==> src/rtl/i2c_pkg.sv <==
// Shared I2C slave definitions: field widths, receiver FSM encoding, address compare.
// Latency: n/a (types and constants only).
// Backpressure: n/a.
package i2c_pkg;

  localparam int I2C_ADDR_W = 7;
  localparam int I2C_BYTE_W = 8;

  // Receiver FSM, 3-bit encoding
  typedef enum logic [2:0] {
    ST_IDLE     = 3'd0,
    ST_ADDR     = 3'd1,
    ST_ADDR_ACK = 3'd2,
    ST_DATA     = 3'd3,
    ST_DATA_ACK = 3'd4,
    ST_IGNORE   = 3'd5
  } rx_state_t;

  // Address byte carries the 7-bit address in [7:1], R/W in [0]
  function automatic logic addr_match(input logic [I2C_BYTE_W-1:0] addr_byte,
                                      input logic [I2C_ADDR_W-1:0] slave_addr);
    return addr_byte[I2C_BYTE_W-1:1] == slave_addr;
  endfunction

endpackage

==> src/rtl/i2c_rx_shifter.sv <==
// Serial-to-parallel byte shifter with 3-bit bit counter, MSB first.
// Latency: o_byte_done/o_data are combinational on the 8th shift_en (full byte incl. that bit).
// Backpressure: none; clear wins over shift and zeroes the bit count.
module i2c_rx_shifter
  import i2c_pkg::*;
(
  input  logic                  clk,
  input  logic                  rst,
  input  logic                  i_shift_en,
  input  logic                  i_clear,
  input  logic                  i_din,
  output logic                  o_byte_done,
  output logic [I2C_BYTE_W-1:0] o_data
);

  logic [I2C_BYTE_W-1:0] r_shift;
  logic [2:0]            r_bit_cnt;
  logic [I2C_BYTE_W-1:0] w_shift_nxt;

  assign w_shift_nxt = {r_shift[I2C_BYTE_W-2:0], i_din};
  assign o_data      = w_shift_nxt;
  assign o_byte_done = i_shift_en && !i_clear && (r_bit_cnt == 3'd7);

  // Shift one bit in per enable; counter wraps 7->0 at the byte boundary
  always_ff @(posedge clk) begin
    if (rst || i_clear) begin
      r_shift   <= '0;
      r_bit_cnt <= 3'd0;
    end else if (i_shift_en) begin
      r_shift   <= w_shift_nxt;
      r_bit_cnt <= r_bit_cnt + 3'd1;
    end
  end

endmodule

==> src/rtl/i2c_slave_byte_receiver.sv <==
// I2C slave write path: START/STOP decode, address match, byte assembly, ACK pull-down.
// Latency: 1 clk after the incoming edge pulses (all outputs registered).
// Backpressure: none; bus-paced. START/STOP override any SCL pulse in the same cycle.
module i2c_slave_byte_receiver
  import i2c_pkg::*;
#(
  parameter logic [I2C_ADDR_W-1:0] SLAVE_ADDR = 7'h50
) (
  input  logic       clk,
  input  logic       rst,
  input  logic       scl_in,
  input  logic       sda_in,
  input  logic       scl_rise,
  input  logic       scl_fall,
  input  logic       sda_rise,
  input  logic       sda_fall,
  output logic       sda_drive_low,
  output logic       start_det,
  output logic       stop_det,
  output logic [7:0] rx_data,
  output logic       rx_valid,
  output logic       rx_is_addr,
  output logic       rw_bit,
  output logic       busy
);

  rx_state_t             r_state;
  rx_state_t             w_state_nxt;
  logic                  r_drive;
  logic                  w_drive_nxt;
  logic                  r_busy;
  logic                  w_busy_nxt;
  logic                  r_rw;
  logic                  w_rw_nxt;
  // Byte complete and ACK owed: waiting for SCL low before pulling SDA
  logic                  r_ack_pend;
  logic                  w_ack_pend_nxt;

  logic                  r_start_det;
  logic                  r_stop_det;
  logic [I2C_BYTE_W-1:0] r_rx_data;
  logic                  r_rx_valid;
  logic                  r_rx_is_addr;

  logic                  w_start;
  logic                  w_stop;
  logic                  w_event;
  logic                  w_shift_en;
  logic                  w_byte_done;
  logic [I2C_BYTE_W-1:0] w_byte;

  assign w_start = sda_fall && scl_in;
  assign w_stop  = sda_rise && scl_in;
  assign w_event = w_start || w_stop;

  // Sample data bits only while receiving and not sitting on a pending ACK
  assign w_shift_en = scl_rise && !w_event && !r_ack_pend &&
                      ((r_state == ST_ADDR) || (r_state == ST_DATA));

  i2c_rx_shifter u_shifter (
    .clk         (clk),
    .rst         (rst),
    .i_shift_en  (w_shift_en),
    .i_clear     (w_event),
    .i_din       (sda_in),
    .o_byte_done (w_byte_done),
    .o_data      (w_byte)
  );

  // FSM and control state register
  always_ff @(posedge clk) begin
    if (rst) begin
      r_state    <= ST_IDLE;
      r_drive    <= 1'b0;
      r_busy     <= 1'b0;
      r_rw       <= 1'b0;
      r_ack_pend <= 1'b0;
    end else begin
      r_state    <= w_state_nxt;
      r_drive    <= w_drive_nxt;
      r_busy     <= w_busy_nxt;
      r_rw       <= w_rw_nxt;
      r_ack_pend <= w_ack_pend_nxt;
    end
  end

  // Next-state logic; SDA drive only changes on SCL fall, START or STOP
  always_comb begin
    w_state_nxt    = r_state;
    w_drive_nxt    = r_drive;
    w_busy_nxt     = r_busy;
    w_rw_nxt       = r_rw;
    w_ack_pend_nxt = r_ack_pend;
    if (w_start) begin
      w_state_nxt    = ST_ADDR;
      w_drive_nxt    = 1'b0;
      w_busy_nxt     = 1'b1;
      w_ack_pend_nxt = 1'b0;
    end else if (w_stop) begin
      w_state_nxt    = ST_IDLE;
      w_drive_nxt    = 1'b0;
      w_busy_nxt     = 1'b0;
      w_ack_pend_nxt = 1'b0;
    end else begin
      case (r_state)
        ST_ADDR: begin
          if (w_byte_done) begin
            if (addr_match(w_byte, SLAVE_ADDR)) begin
              w_rw_nxt       = w_byte[0];
              w_ack_pend_nxt = 1'b1;
            end else begin
              w_state_nxt = ST_IGNORE;
            end
          end else if (r_ack_pend && scl_fall) begin
            w_drive_nxt    = 1'b1;
            w_ack_pend_nxt = 1'b0;
            w_state_nxt    = ST_ADDR_ACK;
          end
        end
        ST_ADDR_ACK: begin
          if (scl_fall) begin
            w_drive_nxt = 1'b0;
            w_state_nxt = r_rw ? ST_IGNORE : ST_DATA;
          end
        end
        ST_DATA: begin
          if (w_byte_done) begin
            w_ack_pend_nxt = 1'b1;
          end else if (r_ack_pend && scl_fall) begin
            w_drive_nxt    = 1'b1;
            w_ack_pend_nxt = 1'b0;
            w_state_nxt    = ST_DATA_ACK;
          end
        end
        ST_DATA_ACK: begin
          if (scl_fall) begin
            w_drive_nxt = 1'b0;
            w_state_nxt = ST_DATA;
          end
        end
        default: begin
          // IDLE and IGNORE wait for START/STOP only
        end
      endcase
    end
  end

  // Registered event pulses and received-byte outputs
  always_ff @(posedge clk) begin
    if (rst) begin
      r_start_det  <= 1'b0;
      r_stop_det   <= 1'b0;
      r_rx_data    <= '0;
      r_rx_valid   <= 1'b0;
      r_rx_is_addr <= 1'b0;
    end else begin
      r_start_det <= w_start;
      r_stop_det  <= w_stop;
      r_rx_valid  <= w_byte_done;
      if (w_byte_done) begin
        r_rx_data    <= w_byte;
        r_rx_is_addr <= (r_state == ST_ADDR);
      end
    end
  end

  assign sda_drive_low = r_drive;
  assign start_det     = r_start_det;
  assign stop_det      = r_stop_det;
  assign rx_data       = r_rx_data;
  assign rx_valid      = r_rx_valid;
  assign rx_is_addr    = r_rx_is_addr;
  assign rw_bit        = r_rw;
  assign busy          = r_busy;

endmodule

==> config.mk <==
export PLATFORM = sky130hd
export DESIGN_NAME = i2c_slave_byte_receiver
export DESIGN_NICKNAME = d
export VERILOG_FILES = /design/src/rtl/i2c_pkg.sv /design/src/rtl/i2c_rx_shifter.sv /design/src/rtl/i2c_slave_byte_receiver.sv
export SDC_FILE = /design/constraint.sdc
export NUM_CORES = 1
export LEC_CHECK = 0
export CAP_MARGIN = 40
export CORE_AREA = 3 3 56 58
export CTS_BUF_LIST = sky130_fd_sc_hd__clkbuf_16
export DETAILED_ROUTE_END_ITERATION = 7
export DIE_AREA = 0 0 59 61
export PLACE_DENSITY = 0.73
export SKIP_CTS_REPAIR_TIMING = 1
export SLEW_MARGIN = 20
export SYNTH_ARGS = -nofsm -noshare
export SYNTH_HDL_FRONTEND = slang
export SYNTH_SLANG_ARGS = --single-unit
==> constraint.sdc <==
create_clock -name clk -period 2.7 [get_ports clk]
set_input_delay 0.405 -clock clk [delete_from_list [all_inputs] [get_ports clk]]
set_output_delay 0.405 -clock clk [all_outputs]
set_load 0.01 [all_outputs]
Word level (Yosys, flattened, before mapping)
Cells that the tools add are included.

cells by class
  $add $sub $neg = 1
  equality and inequality tests = 22
  multiplexer cells = 22
  bitwise operators = 2
  reduce and logical (&&, ||, !) cells = 26

operators with widths
  operator                                                               number
  3-bit 2-to-1 mux                                                       8
  7-bit AND reduction                                                    2
  4-bit != test, second input constant                                   3
  3-bit one-hot mux with 4 select lines                                  1
  1-bit 2-to-1 mux                                                       11
  5-bit != test, second input constant                                   2
  3-bit != test, second input constant                                   3
  1-bit logical AND                                                      8
  2-bit != test, second input constant                                   4
  7-bit equality test, second input constant                             1
  3-bit by 2-bit equality test with 1-bit output, second input constant  2
  3-bit equality test, second input constant                             2
  2-bit by 1-bit != test with 1-bit output, second input constant        3
  2-bit nonzero test                                                     3
  6-bit nonzero test                                                     1
  5-bit AND reduction                                                    1
  4-bit by 3-bit != test with 1-bit output, second input constant        1
  1-bit one-hot mux with 2 select lines                                  2
  4-bit AND reduction                                                    1
  4-bit nonzero test                                                     1
  2-bit OR reduction                                                     2
  3-bit by 1-bit adder with 3-bit output, second input constant          1
  3-bit by 1-bit equality test with 1-bit output, second input constant  1
  1-bit logical OR                                                       3
  4 further kinds                                                        6

word-level totals
  bits in registers = 29
  logic and storage cells = 86

Longest topological paths before layout
Gate-level depths: netlist of run 1.

  word-level depth = 12
  gate-level depth with buffers = 6
  depth with buffers taken out = 6

Modules after synthesis
From an unflattened synthesis of run 1, not the netlist that was laid out.

unflattened totals
  cell total of the unflattened synthesis = 127
  area total of the unflattened synthesis = 1278.7 sq um

by module, submodules not included
  module                   instances  cells each  area an instance (sq um)  sequential area each (sq um)
  i2c_slave_byte_receiver  1          90          870.8                     380.4
  i2c_rx_shifter           1          37          407.9                     200.2

Worst setup path before layout of run 1
OpenSTA, ideal clock, no wires.

  path kind = flip-flop to flip-flop
  start = register u_shifter.r_bit_cnt[0]
  end = register r_state[0]
  arrival = 1374 ps
  setup slack = 1209 ps
  cell stages (with the launch flop) = 7
  buffers on the path = 0
  period minus slack after synthesis = 1491 ps
  cell sequence = dfxtp_1 > ha_1 > ha_1 > nand3b_1 > a211oi_2 > or4_1 > o211a_1

between the ends
  longest elaborated chain between the ends = 6

RTL lines
  element                                RTL line                        RTL
  from (decl)                            i2c_rx_shifter.sv:17            logic [2:0] r_bit_cnt;
  from (signal assigned)                 i2c_rx_shifter.sv:31            r_bit_cnt <= r_bit_cnt + 3'd1;
  3-bit equality test *                  i2c_rx_shifter.sv:22            assign o_byte_done = i_shift_en && !i_clear && (r_bit_cnt == 3'd7);
  1-bit logical AND *                    i2c_rx_shifter.sv:22
  3-bit 2-to-1 mux                       i2c_slave_byte_receiver.sv:107  if (w_byte_done) begin
  3-bit one-hot mux with 4 select lines  i2c_slave_byte_receiver.sv:105  case (r_state)
  1-bit 2-to-1 mux                       i2c_slave_byte_receiver.sv:99   end else if (w_stop) begin
  1-bit 2-to-1 mux                       i2c_slave_byte_receiver.sv:94   if (w_start) begin
  to (signal assigned)                   i2c_slave_byte_receiver.sv:79   r_state <= w_state_nxt;
  to (decl)                              i2c_slave_byte_receiver.sv:27   rx_state_t r_state;

Mark *: on every way between the ends. The rest lies on a longest branch, timed or not.
A chain may end at the register's enable or synchronous reset.

Worst setup path in the final report of run 1
  start = input port scl_rise
  end = register r_rw, in the netlist rw_bit

between the ends
  longest elaborated chain between the ends = 6

RTL lines
  element                               RTL line                       RTL
  from (decl)                           i2c_slave_byte_receiver.sv:13  input logic scl_rise,
  1-bit logical AND (3 in series)       i2c_slave_byte_receiver.sv:57  assign w_shift_en = scl_rise && !w_event && !r_ack_pend &&
  1-bit logical AND (2 in series)       i2c_rx_shifter.sv:22
  5-bit AND reduction (no source line)  n/a
  to (signal assigned)                  i2c_slave_byte_receiver.sv:82  r_rw <= w_rw_nxt;
  to (decl)                             i2c_slave_byte_receiver.sv:33  logic r_rw;

No other way between the ends.

==> impl_metrics.yaml, run 1 <==
synthesis:
  postSynthNetCount: 144
  synth.yosys.warnings: 0
  post_synth_inst_count: 134
  ys_async_sr_fraction: 0
  synthTopCellsByCount: "sky130_fd_sc_hd__dfxtp_1, sky130_fd_sc_hd__nand2_1, sky130_fd_sc_hd__nor2_1, sky130_fd_sc_hd__a21oi_1, sky130_fd_sc_hd__mux2i_1"
  avgSynthCellArea_um2: 8.89
  synth_area_leaders: "sky130_fd_sc_hd__dfxtp_1, sky130_fd_sc_hd__nand2_1, sky130_fd_sc_hd__mux2i_1"
  post-synth-top-area-fraction: 0.487
  synth_seq_area_share: 0.487
  yosys.area.top_type: "sky130_fd_sc_hd__dfxtp_1"
  synth_flop_cell: "sky130_fd_sc_hd__dfxtp_1"
  yosysUniqueCellTypes: 31
  post_synth_instance_area_mm2: 0.00119
  yosys.cell_count.top_type: "sky130_fd_sc_hd__dfxtp_1"
  yosys_register_bits: 29
  number_of_flops_mapped_to_enable_cells_by_yosys: 0
sta:
  timing_max_transition_violations_final: 0
  finalClockSkew_ns: 0.00444
  grt_setup_unrepaired: "no"
  timing.final.hold_violations: 0
  finalCritPeriodShare: 0.687
  fin_tns_setup_ns: 0
  tightestPinTransition_ns: 0.638
  period_minus_slack_ns: 1.86
  final.hold.worst_slack_ns: 0.456
  max_slew_margin: 0.573
  setup-violations-final: 0
  fmaxAchievable_mhz: 539
drt:
  wl_per_cell_um: 12.7
  dr.pass1.iters: 4
  drc_marker_count_from_the_first_detailed_route_iteration: 26
  drt_wl_total_mm: 2.43
  remaining_drc_errors: 0
  route.vias.total: 1040
  vias_per_cell: 5.45
  final_antenna_net_count: 0
critical_path:
  cp_max_fo: 12
  timing.rr.end: "rw_bit"
  timing.critical_path.from_type: "input port"
  critical-path-slowest-cell: "sky130_fd_sc_hd__clkdlybuf4s50_1"
  slowest_delay_ns: 0.49
  reg2reg_slack_ns: 1.02
  worst-endpoint-arrival_ns: 1.99
  worst-setup-path-type: "in2reg"
  worst_r2r_path_depth: 5
  setup.worst_path.end_class: "flop"
  cp_top_family: "buffers and inverters"
  timing.critical_path.buf_inv: 2
  critical_path.reg2reg.startpoint: "r_state[2]"
  worstPathRequired_ns: 2.84
  path_cells: "clkdlybuf4s50_1 -> and4bb_2 -> nand3_1 -> buf_4 -> o31ai_1 -> a21oi_1"
global_route:
  maximum_number_of_pins_on_one_net_before_global_route_repair: 14
  wire_length_of_the_first_global_routing_pass_mm: 4.18
  groute.usage.overall: 0.158
  highest_utilization_routing_layer_at_the_global_route_stage: "met2"
  global_route.overflow_total: 0
  groute.layer.met3.usage: 0.0553
  grt.met2_usage: 0.224
  grt_pass1_vias: 970
  grt_util_met1: 0.195
  antenna_found_initial: 0
flow_run:
  maxCapViolations: 0
hold_path:
  timing.hold.worst.start: "busy"
  hold-path-endpoint: "busy"
  timing.hold.worst.class: "reg2reg"
  whs_path_depth: 1
cells_and_area:
  antenna_cells: 0
  finalNonFillerCells: 191
  drive_gt1_frac: 0.0625
  area_growth_syn_to_layout_pct: 32.0
  nNetsFinal: 169
  n_fill_cell: 246
  footprint_of_the_multi_input_gates_um2: 581
  layout.area.seq_um2: 581
  finalCoreUtilization: 0.580
floorplan:
  placementRows: 19
  core_mm2: 0.00271
  die-height_um: 61
  die_area_mm2: 0.00360
  pin_count: 23
  floorplan.initialDensity: 0.440
  floorplan.die.width_um: 59
outcome:
  outcome: "completed"
pwr:
  power.switching_uw: 201
  power_frac_comb: 0.049
  power.ir.vdd_worst_uv: 536
  cellPowerDensity_mw_per_mm2: 628
  power.share.clock: 0.509
  leakage_nw: 0.636
  power.share.sequential: 0.442
  cell_internal_pwr_uw: 786
  p_sw_frac: 0.204
clock_tree:
  htree_levels: 2
  path_clk_slew_ns: 0.05
  cts_max_path_buffers: 2
  clk-insertion-delay-late_ns: 0.27
  cts_num_sinks: 29
  ctsRootBufferMaster: "sky130_fd_sc_hd__clkbuf_16"
  numCtsBuffers: 5
  tritoncts: "yes"
placed_design:
  place.detailed.instances: 183
  gp_congestion: 0.919
  port-buffer-count: 22
  estimated_wirelength_of_the_detail_placed_design_mm: 1.75
==> worst register-to-register path: cells and delay by family, from the launching register on <==
family                 cells  cell delay [ns]
AND/OR/NAND/NOR            2             0.61
flip-flops                 1             0.37
buffers and inverters      1             0.21
AO/OA/AOI/OAI              2             0.35
==> power groups by stage <==
stage | Combinational (mW) | Sequential (mW) | Clock, mW
finish | 0.0481 | 0.436 | 0.503
global route | 0.0523 | 0.437 | 0.523
CTS | 0.0475 | 0.436 | 0.513
detailed placement | 0.0474 | 0.445 | 0
global placement | 0.0467 | 0.444 | 0
floorplan | 0.0249 | 0.445 | 0
==> routing by layer <==
layer | vias to the layer above | routed length (µm)
li1 | 517 | -
met1 | 482 | 1150
met2 | 32 | 1060
met3 | 9 | 140
met4 | 0 | 74
met5 | - | 0
==> cells by family (layout without fill, tap and decap cells) <==
| logic type | Yosys count | count (layout) | synth area share |
|---|---|---|---|
| xor gates and xnor gates | 2 | 2 | 0.0147 |
| AOI/OAI and AO/OA | 28 | 28 | 0.147 |
| buffers and inverters | 7 | 33 | 0.0252 |
| muxes | 9 | 9 | 0.0756 |
| and+or+nand+nor | 57 | 57 | 0.229 |
| adders and majority gates | 2 | 2 | 0.0210 |
| DFF | 29 | 29 | 0.487 |
==> layout make-up <==
class,count,area share
inverters,2,0.00477
flip-flops and latches,29,0.369
multi-input cells,98,0.369
clock inverters,3,0.00796
repair buffers,23,0.145
well taps,31,0.0247
clock buffers,5,0.0796
==> registers in the layout, indices dropped and copies added, names as in the netlist <==
signal and flops:
rx_is_addr 1, stop_det 1, rx_valid 1, r_ack_pend 1, busy 1, sda_drive_low 1
rx_data 8, start_det 1, r_state 3, rw_bit 1, u_shifter.r_shift 7, u_shifter.r_bit_cnt 3
==> worst max path at each step <==
stage	start	end	slack (ns)	cells after the start
floorplan	u_shifter.r_bit_cnt[0]	r_state[0]	1.21	6
global placement	scl_rise	rw_bit	0.65	6
detailed placement	scl_rise	rw_bit	0.57	6
CTS	scl_rise	rw_bit	0.86	6
global route	scl_rise	rw_bit	0.76	6
finish	scl_rise	rw_bit	0.84	6
==> per-stage QoR <==
stage               power, mW  setup slack [ns]  cell area [µm²]
detailed placement      0.492             0.568             1440
global placement        0.491             0.654             1440
finish                  0.987             0.845             1570
floorplan               0.470              1.21             1190
global route             1.01             0.763             1570
CTS                     0.996             0.858             1570
==> cell usage in the layout (no fill, tap or decap), drive strengths merged, types with 2 or more instances in the layout <==
| cell | instances |
|---|---|
| clkinv | 3 |
| and3 | 3 |
| inv | 2 |
| o21ai | 4 |
| nand3 | 2 |
| dfxtp | 29 |
| nor2 | 14 |
| nor3 | 2 |
| nand2 | 26 |
| mux2i | 9 |
| clkbuf | 5 |
| a21oi | 13 |
| ha | 2 |
| and4bb | 2 |
| clkdlybuf4s50 | 22 |
| xnor2 | 2 |
| o22ai | 2 |
| a211oi | 2 |
| or3b | 2 |
| a21o | 2 |
Power figures use the tool's default switching activity.
==> inputs of run 2 (changes only) <==
--- a/config.mk
+++ b/config.mk
@@ -10,7 +10,7 @@
 export CTS_BUF_LIST = sky130_fd_sc_hd__clkbuf_16
 export DETAILED_ROUTE_END_ITERATION = 7
 export DIE_AREA = 0 0 59 61
-export PLACE_DENSITY = 0.73
+export PLACE_DENSITY = 0.76
 export SKIP_CTS_REPAIR_TIMING = 1
 export SLEW_MARGIN = 20
 export SYNTH_ARGS = -nofsm -noshare
==> constraint.sdc (replaced) <==
create_clock -name clk -period 1.7 [get_ports clk]
set_input_delay 0.255 -clock clk [delete_from_list [all_inputs] [get_ports clk]]
set_output_delay 0.255 -clock clk [all_outputs]
set_load 0.01 [all_outputs]
==> run 2 against run 1 <==
Against the previous run:
- register-to-register slack worse by 0.95 ns
- routed wire length up 8.8%
- non-clock buffer count up 12
- count of clock-buffer cells in the layout unchanged
- via count up 2.2%
- critical path type is now reg2reg
==> impl_metrics.yaml, run 2 (synthesis gave the netlist of run 1 again) <==
flow_run:
  maxCapViolations: 0
sta:
  timing.final.hold_violations: 0
  setup-violations-final: 0
  grt_setup_unrepaired: "no"
  fmaxAchievable_mhz: 613
  finalClockSkew_ns: 0.00323
  period_minus_slack_ns: 1.63
  finalCritPeriodShare: 0.959
  timing_max_transition_violations_final: 0
  final.hold.worst_slack_ns: 0.455
  tightestPinTransition_ns: 0.405
  max_slew_margin: 0.729
critical_path:
  critical_path.reg2reg.startpoint: "u_shifter.r_bit_cnt[0]"
  worstPathRequired_ns: 1.86
  worst_r2r_path_depth: 6
  setup.worst_path.end_class: "flop"
  cp_max_fo: 3
  setup.worst_path.start: "u_shifter.r_bit_cnt[0]"
  timing.rr.end: "r_state[0]"
  timing.critical_path.to: "r_state[0]"
  worst-endpoint-arrival_ns: 1.79
  reg2reg_slack_ns: 0.07
  timing.critical_path.from_type: "flop"
  worst-setup-path-type: "reg2reg"
global_route:
  global_route.overflow_total: 0
  antenna_found_initial: 0
  grt.met2_usage: 0.267
  groute.usage.overall: 0.174
  grt_pass1_vias: 1048
  groute.layer.met3.usage: 0.0596
  highest_utilization_routing_layer_at_the_global_route_stage: "met2"
  maximum_number_of_pins_on_one_net_before_global_route_repair: 12
  grt_util_met1: 0.215
  wire_length_of_the_first_global_routing_pass_mm: 4.66
drt:
  wl_per_cell_um: 13.1
  drt_wl_total_mm: 2.65
  dr.pass1.iters: 4
  final_antenna_net_count: 0
  remaining_drc_errors: 0
  route.vias.total: 1063
  vias_per_cell: 5.26
  drc_marker_count_from_the_first_detailed_route_iteration: 31
cells_and_area:
  largest_register_ff_count: 8
  mostFrequentLayoutCell: "sky130_fd_sc_hd__dfxtp_1"
  drive_gt1_frac: 0.123
  area_growth_syn_to_layout_pct: 39.2
  finalNonFillerCells: 202
  nNetsFinal: 181
  antenna_cells: 0
  most-common-layout-cells: "sky130_fd_sc_hd__dfxtp_1, sky130_fd_sc_hd__nand2_1, sky130_fd_sc_hd__clkdlybuf4s50_1"
hold_path:
  timing.hold.worst.class: "reg2reg"
floorplan:
  die_area_mm2: 0.00360
  die-height_um: 61
  floorplan.die.width_um: 59
  core_mm2: 0.00271
  pin_count: 23
  placementRows: 19
  floorplan.initialDensity: 0.440
clock_tree:
  cts_num_sinks: 29
  ctsRootBufferMaster: "sky130_fd_sc_hd__clkbuf_16"
  path_clk_slew_ns: 0.05
  clk-insertion-delay-late_ns: 0.27
  cts_max_path_buffers: 2
  htree_levels: 2
  tritoncts: "yes"
  numCtsBuffers: 5
outcome:
  outcome: "completed"
placed_design:
  port-buffer-count: 22
  gp_congestion: 0.832
  place.detailed.instances: 195
  estimated_wirelength_of_the_detail_placed_design_mm: 1.98
pwr:
  leakage_nw: 0.693
  cellPowerDensity_mw_per_mm2: 944
  power.ir.vdd_worst_uv: 842
==> run 2: cell count changes in the layout (fill, tap and decap cells not counted), sizes merged <==
cell	before	now
clkinv	3	1
buf	1	13
inv	2	3
==> run 2: final cells by class <==
type,count,area [µm²]
fill,269,1050
tap,31,38.8
timing repair buffer,35,318
sequential,29,581
clock inverter,2,7.51
clock buffer,5,125
inverter,2,7.51
multi-input combinational,98,581
==> run 2: worst min path at each step <==
stage               startpoint         end  slack [ns]  cells after the start
floorplan                  rst  rx_data[0]        0.32                      1
global placement          busy        busy        0.44                      1
detailed placement  rx_data[0]  rx_data[0]        0.45                      2
CTS                 rx_data[0]  rx_data[0]        0.46                      2
global route        rx_data[0]  rx_data[0]        0.47                      2
finish              rx_data[0]  rx_data[0]        0.46                      2
==> run 2: per-layer routing <==
metal	wire length (µm)	part of all wire	vias to the layer above
met5	0	0	-
met4	51	0.019	0
met3	117	0.044	8
met2	1270	0.48	26
met1	1200	0.45	489
li1	-	-	540
==> run 2: where the power goes <==
part	internal, mW	leakage, nW	switching, mW	total (mW)
combinational	0.0496	0.391	0.0469	0.0965
sequential	0.689	0.234	0.00438	0.693
clock	0.518	0.0685	0.258	0.776
==> run 2: critical path: stages, from the launching register on <==
cell                       delay, ns
sky130_fd_sc_hd__dfxtp_1        0.32
sky130_fd_sc_hd__ha_1           0.20
sky130_fd_sc_hd__ha_1           0.24
sky130_fd_sc_hd__nand3b_1       0.14
sky130_fd_sc_hd__a211oi_2       0.06
sky130_fd_sc_hd__or4_1          0.41
sky130_fd_sc_hd__o211a_1        0.14
==> run 2: per-stage QoR <==
step                      setup slack, ns  cell area [µm²]   util  power, mW  TNS, ns
after floorplan                     0.209             1190      -      0.746        0
after global placement            -0.0564             1530  0.563      0.798  -0.0564
after CTS                          0.0500             1660  0.612       1.58        0
after detailed placement          -0.0824             1530  0.563      0.801   -0.174
after global routing             0.000639             1660  0.612       1.63        0
final                              0.0692             1660  0.612       1.57        0
==> edit 1 (config.mk and constraints of run 2) <==
The output `stop_det` loses its register stage (`r_stop_det` becomes a continuous assignment).
--- a/src/rtl/i2c_slave_byte_receiver.sv
+++ b/src/rtl/i2c_slave_byte_receiver.sv
@@ -151,3 +151,2 @@
       r_start_det  <= 1'b0;
-      r_stop_det   <= 1'b0;
       r_rx_data    <= '0;
@@ -157,3 +156,2 @@
       r_start_det <= w_start;
-      r_stop_det  <= w_stop;
       r_rx_valid  <= w_byte_done;
@@ -165,2 +163,4 @@
   end
+
+  assign r_stop_det = w_stop;
 
Function: changed (Yosys sat finds a counterexample within 4 cycles, from zero or initial values and one cycle with rst high).
==> edit 1 against run 2 <==
- routed wire length is 12% lower
- worst setup slack improved by 0.17 ns
- design area is 5.5% lower
- via count down 6.6%
- sequential share of layout area up 0.76 points
- area after synthesis is 0.32% lower
- power decreased by 7.6%
- count of clock-buffer cells in the layout is 2 lower
- combinational power about the same
- maximum frequency is 12% higher
- sequential cell count decreased by 1
- largest cell class is now multi-input combinational cells
- largest power group unchanged
==> edit 1: results (changes against run 2) <==
<table>
<tr><th>Metric</th><th>Value</th></tr>
<tr><th colspan="2">Status</th></tr>
<tr><td>Run status</td><td>completed</td></tr>
<tr><th colspan="2">Place</th></tr>
<tr><td>Worst slack at placement</td><td>0.000275 ns (+0.0827 ns)</td></tr>
<tr><td>Number of cells in the design after placement</td><td>185 (-5.1%)</td></tr>
<tr><td>DP Area</td><td>1460 sq um (-4.3%)</td></tr>
<tr><td>Post-DP HPWL</td><td>1750 um (-12%)</td></tr>
<tr><td>Global placement routability congestion</td><td>0.787 (-5.5%)</td></tr>
<tr><th colspan="2">Timing</th></tr>
<tr><td>Worst hold-check slack</td><td>0.463 ns (+0.00725 ns)</td></tr>
<tr><th colspan="2">Power and ir drop</th></tr>
<tr><td>Leakage power of the design</td><td>0.632 nW (-8.8%)</td></tr>
<tr><td>Worst vdd ir</td><td>0.592 mV (-30%)</td></tr>
<tr><th colspan="2">Critical path</th></tr>
<tr><td>Worst setup slack for register-to-register paths</td><td>0.24 ns (+0.17 ns)</td></tr>
<tr><td>Data arrival time of the critical path</td><td>1.61 ns (-0.18 ns)</td></tr>
<tr><td>FF-to-FF End</td><td>r_state[1]</td></tr>
<tr><td>Reg-to-reg startpoint</td><td>r_state[0]</td></tr>
<tr><td>CP max-delay cell</td><td>dfxtp_1</td></tr>
<tr><th colspan="2">Worst hold path</th></tr>
<tr><td>Worst hold path startpoint</td><td>u_shifter.r_bit_cnt[2]</td></tr>
<tr><td>Terminating pin of the worst hold path</td><td>u_shifter.r_bit_cnt[2]</td></tr>
<tr><th colspan="2">Final layout</th></tr>
<tr><td>Fillers</td><td>229 (-15%)</td></tr>
<tr><td>Area overhead of the layout relative to synthesis</td><td>31.9%</td></tr>
<tr><td>Layout net count</td><td>169 (-6.6%)</td></tr>
<tr><td>Fraction of layout cells with a size suffix above 1</td><td>0.101 (-0.0215)</td></tr>
<tr><th colspan="2">Route</th></tr>
<tr><td>Final wirelength</td><td>2340 um (-12%)</td></tr>
<tr><td>WL/cell</td><td>12.4 um (-5.5%)</td></tr>
<tr><th colspan="2">Global routing</th></tr>
<tr><td>Maximum number of pins on one net before global-route repair</td><td>17 (+5)</td></tr>
<tr><td>Total track usage</td><td>0.147 (-0.0271)</td></tr>
<tr><th colspan="2">Synth</th></tr>
<tr><td>Net Count, Synth</td><td>142 (-1.4%)</td></tr>
<tr><td>Area fraction in compound gates after synthesis</td><td>0.131 (-0.0164)</td></tr>
<tr><td>Gate count of the mapped netlist</td><td>132 (-1.5%)</td></tr>
<tr><td>Seq/Total Area, Yosys</td><td>0.472 (-0.0153)</td></tr>
<tr><td>Mux share of post-synthesis cell area</td><td>0.0843 (+0.00867)</td></tr>
<tr><td>Area share of xor/xnor cells in the synthesized design</td><td>0.0148 (+0.0000465)</td></tr>
</table>
==> edit 1: worst reg2reg max path: stages, from the launching register on <==
cell      delay [ns]
dfxtp_1         0.45
and4bb_4        0.32
nand3_4         0.11
o21ai_0         0.19
nand3_1         0.12
nor3b_2         0.16
==> edit 1: per-layer routing <==
metal | track usage | vias to the layer above | wire length, um
met3 | 0.0128 | 4 | 56
met1 | 0.189 | 467 | 1060
met4 | 0.0583 | 0 | 43
met2 | 0.256 | 17 | 1180
met5 | 0 | - | 0
li1 | - | 505 | -
==> edit 1: layout make-up <==
class | count | area share
flip-flops and latches | 28 | 0.358
clock buffers | 3 | 0.0479
repair buffers | 28 | 0.171
inverters | 1 | 0.00240
clock inverters | 1 | 0.0192
multi-input cells | 97 | 0.377
well taps | 31 | 0.0248
==> edit 1: power groups by stage <==
stage | registers [mW] | clock network [mW] | logic (mW)
after CTS | 0.668 | 0.690 | 0.0975
final | 0.668 | 0.682 | 0.0963
after global routing | 0.669 | 0.720 | 0.106
after floorplan | 0.682 | 0 | 0.0507
after detailed placement | 0.683 | 0 | 0.0965
after global placement | 0.683 | 0 | 0.0944
==> edit 1: worst max-delay path by stage <==
stage / start / endpoint / slack (ns) / cells past startpoint
floorplan: u_shifter.r_bit_cnt[0] / rx_data[1] / 0.39 / 6
global placement: sda_rise / stop_det / 0.03 / 3
detailed placement: sda_rise / stop_det / 0.0003 / 3
CTS: sda_rise / stop_det / 0.004 / 3
global route: r_state[0] / r_state[1] / 0.1 / 5
finish: r_state[0] / r_state[1] / 0.24 / 5
==> edit 2 (config.mk and constraints of run 2) <==
Without the edit above. The 6 states of `rx_state_t` get a one-hot encoding in 6 bits.
--- a/src/rtl/i2c_pkg.sv
+++ b/src/rtl/i2c_pkg.sv
@@ -9,9 +9,9 @@
   // Receiver FSM, 3-bit encoding
-  typedef enum logic [2:0] {
-    ST_IDLE     = 3'd0,
-    ST_ADDR     = 3'd1,
-    ST_ADDR_ACK = 3'd2,
-    ST_DATA     = 3'd3,
-    ST_DATA_ACK = 3'd4,
-    ST_IGNORE   = 3'd5
+  typedef enum logic [5:0] {
+    ST_IDLE     = 6'b000001,
+    ST_ADDR     = 6'b000010,
+    ST_ADDR_ACK = 6'b000100,
+    ST_DATA     = 6'b001000,
+    ST_DATA_ACK = 6'b010000,
+    ST_IGNORE   = 6'b100000
   } rx_state_t;
Check against the original RTL: no difference found for any inputs over 10 cycles, from zero or initial values and one cycle with rst high; not proved beyond that.
==> edit 2 against run 2 <==
- critical path depth down 2
- non-clock buffer count rose by 12
- sequential cell count is 3 higher
- power grew 20%
- design area rose by 23%
- area after synthesis up 19%
- sequential power up 10%
- combinational power increased by 16%
- worst setup slack got worse by 0.011 ns
- via count increased by 13%
- routed wire length grew 22%
- critical path type unchanged
- critical endpoint is now r_state[2]
- largest power group unchanged
- highest routed layer unchanged
==> edit 2: results (changes against run 2) <==
<table>
<tr><th>Metric</th><th>Value</th></tr>
<tr><th colspan="2">Synth</th></tr>
<tr><td>Gate count of the mapped netlist</td><td>139 (+3.7%)</td></tr>
<tr><td>Net Count, Synth</td><td>149 (+3.5%)</td></tr>
<tr><td>Commonest cells in the synthesized netlist</td><td>32 x dfxtp_1, 21 x nor2_1, 20 x mux2i_1</td></tr>
<tr><td>Unique masters post-synth</td><td>36 (+16%)</td></tr>
<tr><th colspan="2">Critical path</th></tr>
<tr><td>R2R depth</td><td>4 (-2)</td></tr>
<tr><td>Reg-to-reg startpoint</td><td>r_state[5]</td></tr>
<tr><td>Critical Path Max Stage Delay</td><td>0.55 ns (+0.14 ns)</td></tr>
<tr><td>CP max-delay cell</td><td>or4_4</td></tr>
<tr><td>Largest fanout of any net on the critical path</td><td>5 (+2)</td></tr>
<tr><th colspan="2">Worst hold path</th></tr>
<tr><td>Terminating pin of the worst hold path</td><td>busy</td></tr>
<tr><td>Worst Hold Depth</td><td>1 (-1)</td></tr>
<tr><td>Worst hold path startpoint</td><td>busy</td></tr>
<tr><th colspan="2">Route</th></tr>
<tr><td>Vias after detailed routing</td><td>1197 (+13%)</td></tr>
<tr><td>Count of routing violations after the opening detailed-route iteration</td><td>41 (+32%)</td></tr>
<tr><td>WL/cell</td><td>14.9 um (+14%)</td></tr>
<tr><th colspan="2">Status</th></tr>
<tr><td>Run status</td><td>completed</td></tr>
<tr><th colspan="2">Place</th></tr>
<tr><td>DP Area</td><td>1830 sq um (+20%)</td></tr>
<tr><td>Number of cells in the design after placement</td><td>208 (+6.7%)</td></tr>
<tr><td>Worst slack at placement</td><td>-0.0942 ns (-0.0119 ns)</td></tr>
<tr><th colspan="2">Final layout</th></tr>
<tr><td>Fraction of layout cells with a size suffix above 1</td><td>0.259 (+0.137)</td></tr>
<tr><td>Layout net count</td><td>194 (+7.2%)</td></tr>
<tr><th colspan="2">Timing</th></tr>
<tr><td>Slew headroom</td><td>0.690 (-0.0389)</td></tr>
<tr><td>Clock Skews</td><td>0.00200 ns (-0.00123 ns)</td></tr>
<tr><td>Time the worst path needs with I/O delays and setup</td><td>1.64 ns (+0.0110 ns)</td></tr>
<tr><th colspan="2">Power and ir drop</th></tr>
<tr><td>Leakage power of the design</td><td>0.943 nW (+36%)</td></tr>
<tr><th colspan="2">Global routing</th></tr>
<tr><td>Total track usage</td><td>0.193 (+0.0192)</td></tr>
<tr><td>Number of global-route vias before repair</td><td>1119 (+6.8%)</td></tr>
<tr><td>Maximum number of pins on one net before global-route repair</td><td>11 (-1)</td></tr>
</table>
[edit 2: cell count changes in the layout (fill, tap and decap cells not counted), sizes merged, moves of 3 or more]
| cell | before | now |
|---|---|---|
| buf | 13 | 25 |
| mux2i | 9 | 20 |
| nand2 | 26 | 3 |
| a21oi | 13 | 4 |
| xor2 | 0 | 4 |
| nor2 | 14 | 21 |
| and3b | 0 | 4 |
| dfxtp | 29 | 32 |
[edit 2: logic make-up (layout without fill, tap and decap cells)]
kind of cell	Yosys count	in the layout	share of synthesized area
adders and majority gates	2	2	0.0177
AOI/OAI and AO/OA	18	18	0.112
muxes	20	20	0.142
buffers and inverters	11	57	0.0407
xor gates and xnor gates	4	4	0.0248
and+or+nand+nor	52	52	0.211
DFF	32	32	0.453
[edit 2: critical path: cells and delay by family (launching register included)]
family	cells	cell delay [ns]
and+or+nand+nor	1	0.55
DFF	1	0.34
AOI/OAI and AO/OA	3	0.64
[edit 2: how the worst max path moves through the flow]
stage,start,cells after the start,to
4_1_cts,u_shifter.r_bit_cnt[1],6,r_state[4]
2_1_floorplan,u_shifter.r_bit_cnt[1],7,r_state[3]
3_3_place_gp,sda_fall,5,r_state[3]
6_report,r_state[5],4,r_state[2]
3_5_place_dp,sda_fall,5,r_state[3]
5_1_grt,r_state[5],4,r_state[2]
[edit 2: per-layer routing]
metal | wire [um] | track usage | up-vias
met2 | 1560 | 0.301 | 24
met4 | 66 | 0.120 | 0
met3 | 121 | 0.0532 | 8
met5 | 0 | 0 | -
li1 | - | - | 581
met1 | 1480 | 0.237 | 584
[edit 2: layout make-up]
type                            count  area (sq um)
Tap cell                           31          38.8
Multi-Input combinational cell     96           758
Clock buffer                        5           125
Inverter                            2          7.51
Sequential cell                    32           644
Clock inverter                      3          38.8
Timing Repair Buffer               47           424
Fill cell                         196           673
[edit 2: stage by stage]
step / hold WS (ns) / setup TNS (ns)
2_1_floorplan: 0.324 / -0.00929
3_3_place_gp: 0.440 / -0.654
3_5_place_dp: 0.451 / -0.904
4_1_cts: 0.467 / -0.293
5_1_grt: 0.502 / -0.00338
6_report: 0.462 / 0
[edit 2: power groups by stage]
stage                     clock network, mW  logic (mW)  registers [mW]
final                                 0.996       0.112           0.763
after detailed placement                  0       0.108           0.778
after CTS                             0.998       0.109           0.762
after global routing                   1.03       0.120           0.763
after global placement                    0       0.106           0.777
after floorplan                           0      0.0368           0.780
